## src/rtl/mult_pkg.sv

```systemverilog
// Shared types and sizing helpers for the sequential signed/unsigned multiplier.
package mult_pkg;

    typedef enum logic [1:0] {
        IDLE = 2'd0,
        RUN  = 2'd1,
        DONE = 2'd2
    } state_t;

    // Bit-counter width for a given multiplier width; never narrower than one bit.
    function automatic int unsigned f_cnt_w(input int unsigned nb);
        return (nb < 2) ? 1 : $clog2(nb);
    endfunction

    function automatic int unsigned f_prod_w(input int unsigned na, input int unsigned nb);
        return na + nb;
    endfunction

endpackage

```

## src/rtl/mult_ctrl.sv

```systemverilog
// Multiplier sequencer: IDLE/RUN/DONE FSM, bit counter and handshake decode.
module mult_ctrl
    import mult_pkg::*;
#(
    parameter int unsigned NB_B = 8
) (
    input  logic i_clk,
    input  logic i_rst,
    input  logic i_valid,
    input  logic i_ready,
    output logic o_ready,
    output logic o_busy,
    output logic o_load,
    output logic o_step,
    output logic o_last_step,
    output logic o_done
);

    localparam int unsigned CNT_W = f_cnt_w(NB_B);
    localparam logic [CNT_W-1:0] LAST_CNT = CNT_W'(NB_B - 1);

    state_t             r_state;
    state_t             w_state_nxt;
    logic [CNT_W-1:0]   r_cnt;

    // NOTE: every signal written in always_comb gets a default first, so no path leaves it unassigned and no latch is inferred.
    always_comb begin
        w_state_nxt = r_state;
        case (r_state)
            IDLE:    if (i_valid)               w_state_nxt = RUN;
            RUN:     if (r_cnt == LAST_CNT)     w_state_nxt = DONE;
            DONE:    if (i_ready)               w_state_nxt = IDLE;
            default:                            w_state_nxt = IDLE;
        endcase
    end

    // NOTE: state registers use non-blocking assignments so every flop samples pre-edge values regardless of statement order.
    always_ff @(posedge i_clk) begin
        if (i_rst) begin
            r_state <= IDLE;
            r_cnt   <= '0;
        end else begin
            r_state <= w_state_nxt;
            if (o_load)
                r_cnt <= '0;
            else if (o_step)
                r_cnt <= r_cnt + CNT_W'(1);
        end
    end

    // Handshake outputs decode from registered state only.
    assign o_ready     = (r_state == IDLE);
    assign o_busy      = (r_state != IDLE);
    assign o_done      = (r_state == DONE);
    assign o_step      = (r_state == RUN);
    assign o_last_step = o_step && (r_cnt == LAST_CNT);
    assign o_load      = o_ready && i_valid;

endmodule

```

## src/rtl/seq_mult_signed.sv

```systemverilog
// Shift-add multiplier retiring one multiplier bit per clock, signed or unsigned per operation.
module seq_mult_signed
    import mult_pkg::*;
#(
    parameter int unsigned NB_A = 8,
    parameter int unsigned NB_B = 8
) (
    input  logic                            i_clk,
    input  logic                            i_rst,
    input  logic                            i_valid,
    output logic                            o_ready,
    input  logic [NB_A-1:0]                 i_a,
    input  logic [NB_B-1:0]                 i_b,
    input  logic                            i_signed,
    output logic                            o_valid,
    input  logic                            i_ready,
    output logic [f_prod_w(NB_A, NB_B)-1:0] o_product,
    output logic                            o_busy
);

    logic            w_load;
    logic            w_step;
    logic            w_last_step;
    logic            w_done;

    logic [NB_A-1:0] r_a;
    logic [NB_B-1:0] r_lo;
    logic [NB_A:0]   r_hi;
    logic            r_mode;

    logic [NB_A:0]   w_a_ext;
    logic [NB_A:0]   w_addend;
    logic [NB_A:0]   w_sum;
    logic [NB_A:0]   w_hi_nxt;
    logic [NB_B-1:0] w_lo_nxt;

    mult_ctrl #(
        .NB_B (NB_B)
    ) u_ctrl (
        .i_clk       (i_clk),
        .i_rst       (i_rst),
        .i_valid     (i_valid),
        .i_ready     (i_ready),
        .o_ready     (o_ready),
        .o_busy      (o_busy),
        .o_load      (w_load),
        .o_step      (w_step),
        .o_last_step (w_last_step),
        .o_done      (w_done)
    );

    // The last signed step subtracts: the multiplier MSB carries negative weight.
    assign w_a_ext  = {r_mode & r_a[NB_A-1], r_a};
    assign w_addend = r_lo[0] ? w_a_ext : '0;
    assign w_sum    = (w_last_step && r_mode) ? (r_hi - w_addend) : (r_hi + w_addend);
    assign w_hi_nxt = {r_mode & w_sum[NB_A], w_sum[NB_A:1]};
    assign w_lo_nxt = {w_sum[0], r_lo[NB_B-1:1]};

    // NOTE: the datapath registers are reset because the product output must read zero out of reset.
    always_ff @(posedge i_clk) begin
        if (i_rst) begin
            r_a    <= '0;
            r_lo   <= '0;
            r_hi   <= '0;
            r_mode <= 1'b0;
        end else if (w_load) begin
            r_a    <= i_a;
            r_lo   <= i_b;
            r_hi   <= '0;
            r_mode <= i_signed;
        end else if (w_step) begin
            r_hi   <= w_hi_nxt;
            r_lo   <= w_lo_nxt;
        end
    end

    assign o_valid   = w_done;
    assign o_product = {r_hi[NB_A-1:0], r_lo};

endmodule

```

## config.mk

```make
export PLATFORM = sky130hd
export DESIGN_NAME = seq_mult_signed
export DESIGN_NICKNAME = d
export VERILOG_FILES = /design/src/rtl/mult_pkg.sv /design/src/rtl/mult_ctrl.sv /design/src/rtl/seq_mult_signed.sv
export SDC_FILE = /design/constraint.sdc
export NUM_CORES = 1
export LEC_CHECK = 0
export ABC_AREA = 1
export CAP_MARGIN = 10
export CORE_MARGIN = 2
export CORE_UTILIZATION = 55
export DETAILED_ROUTE_END_ITERATION = 16
export PLACE_DENSITY = 0.85
export SLEW_MARGIN = 40
export SYNTH_ARGS = -nofsm -noshare
export SYNTH_HDL_FRONTEND = slang
export SYNTH_SLANG_ARGS = --single-unit
```

## constraint.sdc

```tcl
create_clock -name i_clk -period 3.7 [get_ports i_clk]
set_input_delay 0.37 -clock i_clk [delete_from_list [all_inputs] [get_ports i_clk]]
set_output_delay 0.37 -clock i_clk [all_outputs]
set_load 0.1 [all_outputs]
```

== Word level (Yosys, flattened, before mapping) ==
Index checks and enable logic that the tools add are counted.

* Word-level logic and storage cells: 33
* Output and inout bits: 19
* Bits in registers: 31

* Multiplexer cells: 8
* Add/subtract/negate cells: 3
* Reduce and logical (&&, ||, !) cells: 8
* Equal/unequal tests: 6
* Bitwise gates (word level): 2

{| class="wikitable"
|+ Operator list
! operator !! number
|-
| 9-bit two-way mux || 2
|-
| 8-bit two-way mux || 2
|-
| 9-bit adder || 1
|-
| 9-bit subtractor || 1
|-
| 2-bit two-way mux || 3
|-
| 2-bit case mux with 3 select lines || 1
|-
| 2-bit != test (second input constant) || 2
|-
| 2-bit nonzero test || 2
|-
| 3-bit by 1-bit adder with 3-bit output (second input constant) || 1
|-
| 3-bit == test (second input constant) || 1
|-
| 1-bit logical AND || 3
|-
| 3-bit AND reduction || 1
|-
| 1-bit bitwise AND || 2
|-
| 2-bit by 1-bit == test with 1-bit output (second input constant) || 1
|-
| 2-bit == test (second input constant) || 1
|-
| 2-bit logical NOT || 1
|-
| 2-bit by 1-bit != test with 1-bit output (second input constant) || 1
|-
| 2-bit OR reduction || 1
|}

== Depth between registers and ports, before layout ==
Gate-level depths: netlist of run 1.

* Word-level depth: 6
* Mapped depth: 18
* Depth with buffers taken out: 18

== By module ==
A second synthesis of run 1 with hierarchy kept.

* Cells, all modules: 276
* Area, all modules: 1901.8 um^2

{| class="wikitable"
|+ Modules (own cells, without submodules)
! module !! instances !! cells each !! area each (um^2) !! seq. area each (um^2)
|-
| seq_mult_signed || 1 || 237 || 1635.3 || 520.5
|-
| mult_ctrl || 1 || 39 || 266.5 || 100.1
|}

== Worst setup path before layout of run 1 ==
OpenSTA, ideal clock, no wires.

* Path type: reg-to-reg
* Start point: register r_lo[0]
* End point: register r_hi[4]
* Arrival: 2966 ps
* Period minus slack after synthesis: 3024 ps
* Buffers on the path: 1
* Slack: 676 ps
* Cell stages (with the launch flop): 14
* Library setup time: 57 ps
* Cells stage by stage: dfxtp_1 buf_6 nand2_1 ha_1 or2_2 xnor2_1 ha_1 nand3b_1 nand2_1 a21oi_1 or2_2 nand3_1 o211ai_1 inv_1

* Word-level cells in the longest chain between the ends: 3
* Elaborated cells on any way between the ends: 4

{| class="wikitable"
|+ RTL lines
! element !! RTL line !! text
|-
| from (decl) || seq_mult_signed.sv:27 || <nowiki>logic [NB_B-1:0] r_lo;</nowiki>
|-
| from (signal assigned) || seq_mult_signed.sv:68 || <nowiki>r_lo <= i_b;</nowiki>
|-
| from (signal assigned) || seq_mult_signed.sv:73 || <nowiki>r_lo <= w_lo_nxt;</nowiki>
|-
| 9-bit two-way mux (*) || seq_mult_signed.sv:54 || <nowiki>assign w_addend = r_lo[0] ? w_a_ext : '0;</nowiki>
|-
| 9-bit adder / 9-bit subtractor (equally long branches) || seq_mult_signed.sv:55 || <nowiki>assign w_sum = (w_last_step && r_mode) ? (r_hi - w_addend) : (r_hi + w_addend);</nowiki>
|-
| 9-bit two-way mux (*) || seq_mult_signed.sv:55 ||
|-
| to (signal assigned) || seq_mult_signed.sv:72 || <nowiki>r_hi <= w_hi_nxt;</nowiki>
|-
| to (decl) || seq_mult_signed.sv:28 || <nowiki>logic [NB_A:0] r_hi;</nowiki>
|}

Mark *: on every way between the ends. The rest lies on a longest branch, timed or not.
A chain may end at the register's enable or synchronous reset.

== Worst setup path in the final report of run 1 ==
* Start point: register r_lo[0]
* End point: register r_hi[7]

The elaborated chain is that of the path after synthesis.

==> results.py, run 1 <==
metrics = {
    "status": {
        "status": "finished clean",
    },
    "logic_synthesis": {
        "synth_area_mm2": 0.00192,
        "syn_inst": 266,
        "synth_seq_area_share": 0.323,
        "synth.distinct_cells": 29,
        "ys_warn_count": 0,
        "syn_nets": 299,
        "synth_seq_cells": 31,
        "syn_area_per_cell_um2": 7.23,
    },
    "floorplanning": {
        "floorplan.core_area_mm2": 0.00334,
        "io-pin-count": 40,
        "start_util": 0.576,
        "rows": 21,
        "die_w_um": 63.1,
        "die_h_um": 63.1,
        "die-area_mm2": 0.00399,
    },
    "route": {
        "detail_route.wl_per_cell_um": 10.7,
        "wl_met2_um": 1750,
        "vias_per_cell": 5.03,
        "wirelength_met1_um": 1740,
        "vias": 1734,
        "wl_met3_um": 142,
        "ant_nets": 0,
        "firstDrtPassIters": 4,
        "drc": 0,
        "drt_iter0_drc": 53,
        "top_layer_used": "met4",
        "wirelength_um": 3690,
    },
    "clock_network": {
        "cts_buffer_depth": 2,
        "postCtsHoldBufs": 0,
        "clk_pin_slew_ps": 100,
        "cts_made_buffers": 5,
        "cts_tree": "done",
        "htreeDepth": 2,
        "cts_resized": 0,
        "clkSinkCount": 31,
        "root_buffer": "clkbuf_4",
        "clk_latency_ps": 320,
        "cts_setup_buffers": 0,
    },
    "min_path": {
        "hold_path.class": "flip-flop to flip-flop",
    },
    "power_and_ir_drop": {
        "total_power_mw": 0.961,
        "leakagePower_nw": 1.11,
        "peakVddDrop_v": 0.000220,
        "p_per_area_mw_per_mm2": 427,
    },
    "final_layout": {
        "ff_latch_area_um2": 621,
        "area_delta_synth_final_pct": 17.0,
        "nNetsFinal": 331,
        "fill_cells": 291,
        "layoutNonFillerInstCount": 345,
        "multi_input_area_mm2": 0.00107,
        "n_antenna_cell": 0,
        "utilization": 0.675,
        "drive_above_1_share": 0.171,
    },
    "global_route": {
        "grt_max_degree": 25,
        "antenna_found_initial": 0,
        "grt_pass1_wl_um": 6880,
        "grt_pass1_vias": 1682,
        "grt_util_all_layers": 0.211,
        "overflow": 0,
    },
    "placed_design": {
        "dp_hpwl_um": 2860,
        "dp_cells": 337,
        "gp_congestion": 0.859,
        "numPortBuffers": 39,
    },
    "timing": {
        "rsz0062_at_grt": "false",
        "setup_viol_count_final": 0,
        "slew_headroom": 0.601,
        "drv_slew": 0,
        "skew_ps": 7.54,
        "totalNegativeSetupSlack_ps": 0,
        "worstMarginPinSlew_ps": 597,
        "period_share": 0.771,
        "fmax_ghz": 0.350,
        "finalHoldViolCount": 0,
        "period_minus_slack_ps": 2850,
    },
    "worst_setup_path": {
        "cp_common_cell": "nand2_1",
        "crit_required_ps": 3960,
        "cp_max_fo": 12,
        "slowest_stage": "dfxtp_1",
        "crit_chain": "nand2_1, ha_1, nand2_1, nor2_1, a21oi_1, xnor2_1, inv_1, ha_1, nand2_1, inv_1, nand2_1, nand2_1, a21oi_1, inv_1, nand2_2, nand3_1, a21oi_1",
        "crit_path_end_kind": "flip-flop",
        "cp.arrival_ps": 3110,
        "crit_type": "flip-flop to flip-flop",
        "start_kind": "flip-flop",
        "critPathMaxStageDelay_ps": 710,
        "path_buf_inv": 3,
        "critical_path.top_delay_family": "flip-flops",
    },
    "flow_run": {
        "drv_cap": 0,
    },
}
state kept, by name, indices dropped and copies added, names as in the netlist:
register,cells
r_lo,8
u_ctrl.r_cnt,3
r_hi,9
r_a,8
r_mode,1
u_ctrl.r_state,2
routing by layer:
metal	vias up	GRT usage
met5	-	0
met2	40	0.374
met4	0	0.0861
met3	7	0.0375
met1	779	0.250
li1	908	-
Yosys cell counts:
cell type / n / area (µm²)
a21o_1: 1 / 7.51
a21oi_1: 15 / 75.1
a21oi_2: 1 / 8.76
a31oi_1: 8 / 50.1
buf_2: 3 / 15.0
buf_4: 8 / 60.1
buf_6: 2 / 22.5
clkbuf_1: 2 / 7.51
dfxtp_1: 31 / 621
fa_1: 1 / 20.0
ha_1: 11 / 138
inv_1: 29 / 109
inv_2: 4 / 15.0
nand2_1: 56 / 210
nand2_2: 8 / 50.1
nand2_4: 3 / 33.8
nand3_1: 8 / 40.0
nand3_4: 1 / 17.5
nand3b_1: 2 / 15.0
nand4_1: 3 / 18.8
nor2_1: 32 / 120
nor2_2: 2 / 12.5
nor2_8: 2 / 40.0
o211ai_1: 1 / 7.51
o21a_1: 2 / 15.0
o21ai_0: 17 / 85.1
or2_2: 2 / 12.5
xnor2_1: 4 / 35.0
xor2_1: 7 / 61.3
cell type report:
type,instances,area share
Sequential cell,31,0.276
Clock inverter,1,0.00334
Timing Repair Buffer,40,0.135
Multi-Input combinational cell,187,0.477
Inverter,33,0.0550
Tap cell,46,0.0256
Clock buffer,7,0.0289
worst register-to-register path: stages, from the launching register on:
cell	delay [ps]
dfxtp_1	710
nand2_1	200
ha_1	260
nand2_1	80
nor2_1	60
a21oi_1	150
xnor2_1	140
inv_1	60
ha_1	350
nand2_1	120
inv_1	50
nand2_1	50
nand2_1	40
a21oi_1	180
inv_1	70
nand2_2	70
nand3_1	70
a21oi_1	130
logic make-up after synthesis:
logic type	Yosys count	synth area share
buffers and inverters	48	0.119
AND/OR/NAND/NOR	119	0.297
AO/OA/AOI/OAI	45	0.129
flip-flops	31	0.323
adder cells (fa/ha/maj)	12	0.0820
XOR/XNOR	11	0.0501
through the flow:
stage	hold slack [ps]	setup WS (ps)	cell area [µm²]
detailed placement	463	900	2180
floorplan	448	676	1920
global placement	457	1000	2270
global route	513	540	2250
CTS	477	857	2250
finish	474	846	2250
where the power goes:
| group | total [mW] | internal (mW) | switching (mW) |
|---|---|---|---|
| Combinational | 0.357 | 0.112 | 0.245 |
| Clock | 0.224 | 0.111 | 0.113 |
| Sequential | 0.380 | 0.357 | 0.0230 |
worst paths after layout:
path	slack [ps]	cells after the start	to	start
max	850	17	r_hi[7]$_SDFFE_PP0N_	r_lo[0]$_SDFFE_PP0P_
min	470	2	u_ctrl.r_cnt[1]$_SDFFE_PP0N_	u_ctrl.r_cnt[1]$_SDFFE_PP0N_
max reg2reg	850	17	r_hi[7]$_SDFFE_PP0N_	r_lo[0]$_SDFFE_PP0P_
min reg2reg	470	2	u_ctrl.r_cnt[1]$_SDFFE_PP0N_	u_ctrl.r_cnt[1]$_SDFFE_PP0N_
cell usage in the layout, fill, tap and decap left out, types with 11 or more instances in the layout:
cell,instances
nand2_1,56
o21ai_0,17
clkdlybuf4s50_1,20
ha_1,11
nor2_1,32
dfxtp_1,31
a21oi_1,15
buf_2,19
inv_1,29
Power figures use the tool's default switching activity.
==> run 2, diff against run 1 <==
--- a/config.mk
+++ b/config.mk
@@ -8,9 +8,9 @@
 export ABC_AREA = 1
 export CAP_MARGIN = 10
 export CORE_MARGIN = 2
-export CORE_UTILIZATION = 55
+export CORE_UTILIZATION = 51
 export DETAILED_ROUTE_END_ITERATION = 16
-export PLACE_DENSITY = 0.85
+export PLACE_DENSITY = 0.8
 export SLEW_MARGIN = 40
 export SYNTH_ARGS = -nofsm -noshare
 export SYNTH_HDL_FRONTEND = slang
==> constraint.sdc (replaced) <==
create_clock -name i_clk -period 2.8 [get_ports i_clk]
set_input_delay 0.28 -clock i_clk [delete_from_list [all_inputs] [get_ports i_clk]]
set_output_delay 0.28 -clock i_clk [all_outputs]
set_load 0.1 [all_outputs]
==> results.py, run 2 (synthesized netlist as in run 1, its figures left out) <==
metrics = {
    "timing": {
        "finalHoldViolCount": 0,
        "fmax_ghz": 0.382,
        "whs_ps": 471,
        "drv_slew": 0,
        "period_minus_slack_ps": 2620,
        "worstMarginPinSlew_ps": 442,
        "skew_ps": 5.48,
        "setup_viol_count_final": 0,
        "period_share": 0.934,
        "slew_headroom": 0.705,
    },
    "worst_setup_path": {
        "reg2reg_to": "r_hi[2]$_SDFFE_PP0N_",
        "cp_max_fo": 8,
        "r2r_slack_ps": 180,
        "crit_chain": "ha_1, ha_1, nand3_4, inv_1, or2_2, xnor2_1, ha_1, a21oi_2, nand2_1, buf_4, xor2_1, o21ai_0, inv_1",
        "startpoint": "u_ctrl.r_cnt[0]$_SDFFE_PP0N_",
        "crit_path_end_kind": "flip-flop",
        "crit_type": "flip-flop to flip-flop",
        "slowest_stage": "ha_1",
        "cp-endpoint": "r_hi[2]$_SDFFE_PP0N_",
        "cp_common_cell": "ha_1",
        "r2r-start": "u_ctrl.r_cnt[0]$_SDFFE_PP0N_",
        "critPathMaxStageDelay_ps": 360,
        "crit_required_ps": 2970,
        "cp.arrival_ps": 2790,
        "start_kind": "flip-flop",
        "r2r_cells": 13,
    },
    "power_and_ir_drop": {
        "peakVddDrop_v": 0.000313,
        "leakagePower_nw": 1.13,
        "p_per_area_mw_per_mm2": 570,
        "total_power_mw": 1.34,
    },
    "route": {
        "drc": 0,
        "ant_nets": 0,
        "vias": 1753,
        "vias_per_cell": 4.99,
        "firstDrtPassIters": 4,
        "detail_route.wl_per_cell_um": 11.3,
        "wirelength_um": 3960,
        "drt_iter0_drc": 95,
    },
    "final_layout": {
        "mostFrequentLayoutCells": "56 x nand2_1, 32 x nor2_1, 30 x dfxtp_1",
        "largest_reg_flops": 9,
        "n_antenna_cell": 0,
        "fill_cells": 341,
        "utilization": 0.646,
        "regMostFlops": "r_hi",
        "nNetsFinal": 335,
        "top_regs": "r_hi (9), r_a (8), r_lo (8)",
        "drive_above_1_share": 0.185,
        "layout_commonest_cell": "nand2_1",
        "area_delta_synth_final_pct": 22.1,
    },
    "global_route": {
        "grt_pass1_wl_um": 6890,
        "grt_pass1_vias": 1673,
        "grt_util_all_layers": 0.208,
        "overflow": 0,
        "antenna_found_initial": 0,
        "grt_max_degree": 24,
    },
    "clock_network": {
        "root_buffer": "clkbuf_8",
        "cts_made_buffers": 5,
        "cts_tree": "done",
        "clk_latency_ps": 280,
        "htreeDepth": 2,
        "clk_pin_slew_ps": 60,
        "cts_buffer_depth": 2,
        "postCtsHoldBufs": 0,
        "clkSinkCount": 31,
    },
    "flow_run": {
        "drv_cap": 0,
    },
    "placed_design": {
        "gp_congestion": 0.956,
        "numPortBuffers": 39,
        "dp_hpwl_um": 3020,
    },
    "floorplanning": {
        "rows": 22,
        "die_w_um": 65.4,
        "die_h_um": 65.4,
        "io-pin-count": 40,
        "floorplan.core_area_mm2": 0.00363,
        "start_util": 0.529,
        "die-area_mm2": 0.00428,
    },
    "min_path": {
        "hold_path.class": "flip-flop to flip-flop",
    },
    "status": {
        "status": "finished clean",
    },
}
[run 2: cell types whose count changed in the layout (fill, tap and decap cells not counted)]
cell	delta
a21oi_1	-2
a21oi_2	+2
buf_2	-19
buf_4	+23
clkbuf_1	+2
clkbuf_4	-5
clkbuf_8	+3
clkinv_2	+1
clkinvlp_4	-1
dfxtp_1	-1
dfxtp_2	+1
[run 2: metal layers]
metal / global-route usage / vias up / share of wire
li1: - / 914 / -
met1: 0.221 / 790 / 0.44
met2: 0.386 / 43 / 0.50
met3: 0.0565 / 6 / 0.047
met4: 0.0781 / 0 / 0.015
met5: 0 / - / 0
[run 2: worst min-delay path by stage]
| stage | startpoint | end | slack, ps | depth (start not counted) |
|---|---|---|---|---|
| 2_1_floorplan | i_a[6] | r_a[6]$_SDFFE_PP0P_ | 410 | 2 |
| 4_1_cts | u_ctrl.r_cnt[1]$_SDFFE_PP0N_ | u_ctrl.r_cnt[1]$_SDFFE_PP0N_ | 470 | 2 |
| 3_3_place_gp | u_ctrl.r_cnt[2]$_SDFFE_PP0N_ | u_ctrl.r_cnt[2]$_SDFFE_PP0N_ | 460 | 2 |
| 5_1_grt | u_ctrl.r_cnt[2]$_SDFFE_PP0N_ | u_ctrl.r_cnt[2]$_SDFFE_PP0N_ | 510 | 2 |
| 3_5_place_dp | u_ctrl.r_cnt[1]$_SDFFE_PP0N_ | u_ctrl.r_cnt[1]$_SDFFE_PP0N_ | 460 | 2 |
| 6_report | u_ctrl.r_cnt[1]$_SDFFE_PP0N_ | u_ctrl.r_cnt[1]$_SDFFE_PP0N_ | 470 | 2 |
[run 2: timing repair]
item,4_1_cts,5_1_grt
resized for setup,0,2
buffers inserted,0,2
setup endpoints to repair,0,2
[run 2: where the power goes]
part	switching (mW)	total (mW)	leakage [nW]	internal (mW)
registers	0.0274	0.500	0.255	0.473
clock network	0.161	0.335	0.0422	0.174
logic	0.335	0.503	0.837	0.168
[run 2: cell type report]
cell class | instances | area (µm²) | share of cell area
inverter | 33 | 124 | 0.0527
clock buffer | 7 | 76.3 | 0.0325
timing repair buffer | 44 | 380 | 0.162
clock inverter | 1 | 5.00 | 0.00213
tap | 48 | 60.1 | 0.0256
sequential | 31 | 622 | 0.265
multi-input combinational | 187 | 1080 | 0.460
[run 2: through the flow]
step / TNS, ps / worst slack [ps] / instance area [µm²] / instances
CTS: 0 / 225 / 2330 / 349
finish: 0 / 184 / 2350 / 351
floorplan: 0 / 112 / 1920 / 266
global placement: 0 / 339 / 2240 / 341
detailed placement: 0 / 254 / 2240 / 341
global route: -9.39 / -9.39 / 2350 / 351
[run 2: critical path: cells and delay by family, from the launching register on]
family	cells	cell delay, ps
simple gates	3	520
xor+xnor	2	270
fa+ha+maj	3	790
compound gates	2	300
buf+inv	3	300
flops	1	320
==> run 3, diff against run 2 <==
--- a/config.mk
+++ b/config.mk
@@ -8,10 +8,9 @@
 export ABC_AREA = 1
 export CAP_MARGIN = 10
 export CORE_MARGIN = 2
-export CORE_UTILIZATION = 51
+export CORE_UTILIZATION = 33
 export DETAILED_ROUTE_END_ITERATION = 16
-export PLACE_DENSITY = 0.8
-export SLEW_MARGIN = 40
+export SLEW_MARGIN = 15
 export SYNTH_ARGS = -nofsm -noshare
 export SYNTH_HDL_FRONTEND = slang
 export SYNTH_SLANG_ARGS = --single-unit
==> results.py, run 3 (synthesized netlist as in run 1, its figures left out) <==
metrics = {
    "status": {
        "status": "finished clean",
    },
    "floorplanning": {
        "die_h_um": 80.3,
        "die-area_mm2": 0.00645,
        "die_w_um": 80.3,
        "floorplan.core_area_mm2": 0.00557,
        "io-pin-count": 40,
        "start_util": 0.345,
        "rows": 27,
    },
    "final_layout": {
        "nNetsFinal": 334,
        "fill_cells": 592,
        "ff_latch_area_um2": 622,
        "regMostFlops": "r_hi",
        "multi_input_area_mm2": 0.00108,
        "drive_above_1_share": 0.185,
        "post-route-cell-area_mm2": 0.00240,
        "area_delta_synth_final_pct": 24.7,
        "mostFrequentLayoutCells": "56 x nand2_1, 32 x nor2_1, 30 x dfxtp_1",
        "largest_reg_flops": 9,
        "layout_commonest_cell": "nand2_1",
        "n_antenna_cell": 0,
        "top_regs": "r_hi (9), r_a (8), r_lo (8)",
    },
    "worst_setup_path": {
        "r2r_cells": 14,
        "cp.depth": 14,
        "start_kind": "flip-flop",
        "crit_type": "flip-flop to flip-flop",
        "path_buf_inv": 2,
        "critical_path.top_delay_family": "adder cells",
        "cp_max_fo": 9,
        "crit_path_end_kind": "flip-flop",
        "r2r_slack_ps": 300,
        "reg2reg_to": "r_hi[4]$_SDFFE_PP0N_",
        "crit_required_ps": 2990,
        "r2r-start": "u_ctrl.r_cnt[0]$_SDFFE_PP0N_",
        "critPathMaxStageDelay_ps": 330,
        "slowest_stage": "dfxtp_1",
        "crit_chain": "ha_1, ha_2, nand3_4, inv_1, or2_2, xnor2_1, ha_1, a21oi_1, nand2_1, a21oi_1, or2_2, nand3_1, o211ai_1, inv_1",
        "cp.arrival_ps": 2690,
    },
    "global_route": {
        "grt_pass1_wl_um": 7080,
        "overflow": 0,
        "antenna_found_initial": 0,
        "grt_max_degree": 24,
        "grt_pass1_vias": 1647,
        "grt_util_all_layers": 0.140,
    },
    "flow_run": {
        "drv_cap": 0,
    },
    "placed_design": {
        "dp_hpwl_um": 3050,
        "numPortBuffers": 39,
        "dpl_cell_area_mm2": 0.00228,
        "gp_congestion": 0.820,
    },
    "route": {
        "firstDrtPassIters": 4,
        "drc": 0,
        "vias": 1725,
        "wirelength_um": 4030,
        "ant_nets": 0,
        "vias_per_cell": 4.61,
        "drt_iter0_drc": 96,
        "detail_route.wl_per_cell_um": 10.8,
    },
    "timing": {
        "period_minus_slack_ps": 2500,
        "drv_slew": 0,
        "skew_ps": 11.0,
        "rsz0062_at_grt": "false",
        "period_share": 0.894,
        "setup_viol_count_final": 0,
        "totalNegativeSetupSlack_ps": 0,
        "finalHoldViolCount": 0,
        "fmax_ghz": 0.399,
        "slew_headroom": 0.646,
        "worstMarginPinSlew_ps": 531,
    },
    "clock_network": {
        "htreeDepth": 2,
        "cts_buffer_depth": 2,
        "cts_setup_buffers": 0,
        "cts_made_buffers": 5,
        "cts_tree": "done",
        "clk_pin_slew_ps": 70,
        "clkSinkCount": 31,
        "root_buffer": "clkbuf_8",
        "clk_latency_ps": 290,
    },
    "min_path": {
        "whs_endpoint": "u_ctrl.r_cnt[1]$_SDFFE_PP0N_",
        "hold_path.class": "flip-flop to flip-flop",
        "min_from": "u_ctrl.r_cnt[1]$_SDFFE_PP0N_",
        "hold_depth": 2,
    },
    "power_and_ir_drop": {
        "peakVddDrop_v": 0.000239,
        "p_per_area_mw_per_mm2": 601,
        "leakagePower_nw": 1.14,
    },
}
run 3: cell types whose count changed in the layout (fill, tap and decap cells not counted), sizes merged:
cell    previous run  this run
buf               24        23
bufinv             0         1
clkbuf             7         5
clkinv             1         2
run 3: worst register-to-register path: stages (launching register included):
cell and delay, ps:
dfxtp_1 330, ha_1 200, ha_2 200, nand3_4 110, inv_1 70, or2_2 280, xnor2_1 130, ha_1 330
a21oi_1 150, nand2_1 120, a21oi_1 170, or2_2 130, nand3_1 50, o211ai_1 90, inv_1 50
run 3: per-layer routing:
layer | share of wire | vias up | global-route usage
met2 | 0.48 | 40 | 0.243
met5 | 0 | - | 0
met1 | 0.46 | 767 | 0.162
li1 | - | 909 | -
met3 | 0.049 | 9 | 0.0427
met4 | 0.014 | 0 | 0.0475
run 3: area by class of cell:
class | count | share of cell area
multi-input combinational | 187 | 0.449
sequential | 31 | 0.259
timing repair buffer | 43 | 0.156
inverter | 33 | 0.0517
tap | 72 | 0.0376
clock buffer | 5 | 0.0287
clock inverter | 3 | 0.0183
run 3: worst max-delay path by stage:
stage,start,end
2_1_floorplan,r_lo[0]$_SDFFE_PP0P_,r_hi[4]$_SDFFE_PP0N_
3_3_place_gp,u_ctrl.r_cnt[0]$_SDFFE_PP0N_,r_hi[4]$_SDFFE_PP0N_
3_5_place_dp,u_ctrl.r_cnt[0]$_SDFFE_PP0N_,r_hi[4]$_SDFFE_PP0N_
4_1_cts,u_ctrl.r_cnt[0]$_SDFFE_PP0N_,r_hi[4]$_SDFFE_PP0N_
5_1_grt,u_ctrl.r_cnt[0]$_SDFFE_PP0N_,r_hi[6]$_SDFFE_PP0N_
6_report,u_ctrl.r_cnt[0]$_SDFFE_PP0N_,r_hi[4]$_SDFFE_PP0N_
run 3: timing repair:
action,4_1_cts,5_1_grt
gates resized for setup,0,1
hold buffers,0,0
endpoints found under the setup margin,0,1
run 3: report_power, final:
part	switching (mW)	total, mW	internal (mW)	leakage (nW)
Clock	0.185	0.450	0.265	0.0581
Combinational	0.327	0.490	0.163	0.829
Sequential	0.0272	0.499	0.472	0.255
run 3: stage by stage:
step	setup WS, ps	cells	power [mW]	utilization	hold WS (ps)
finish	296	374	1.44	0.430	469
global route	37.4	374	1.53	0.430	497
CTS	223	374	1.46	0.430	473
detailed placement	232	366	1.00	0.409	464
global placement	318	366	1.00	0.409	462
floorplan	112	266	0.903	-	415
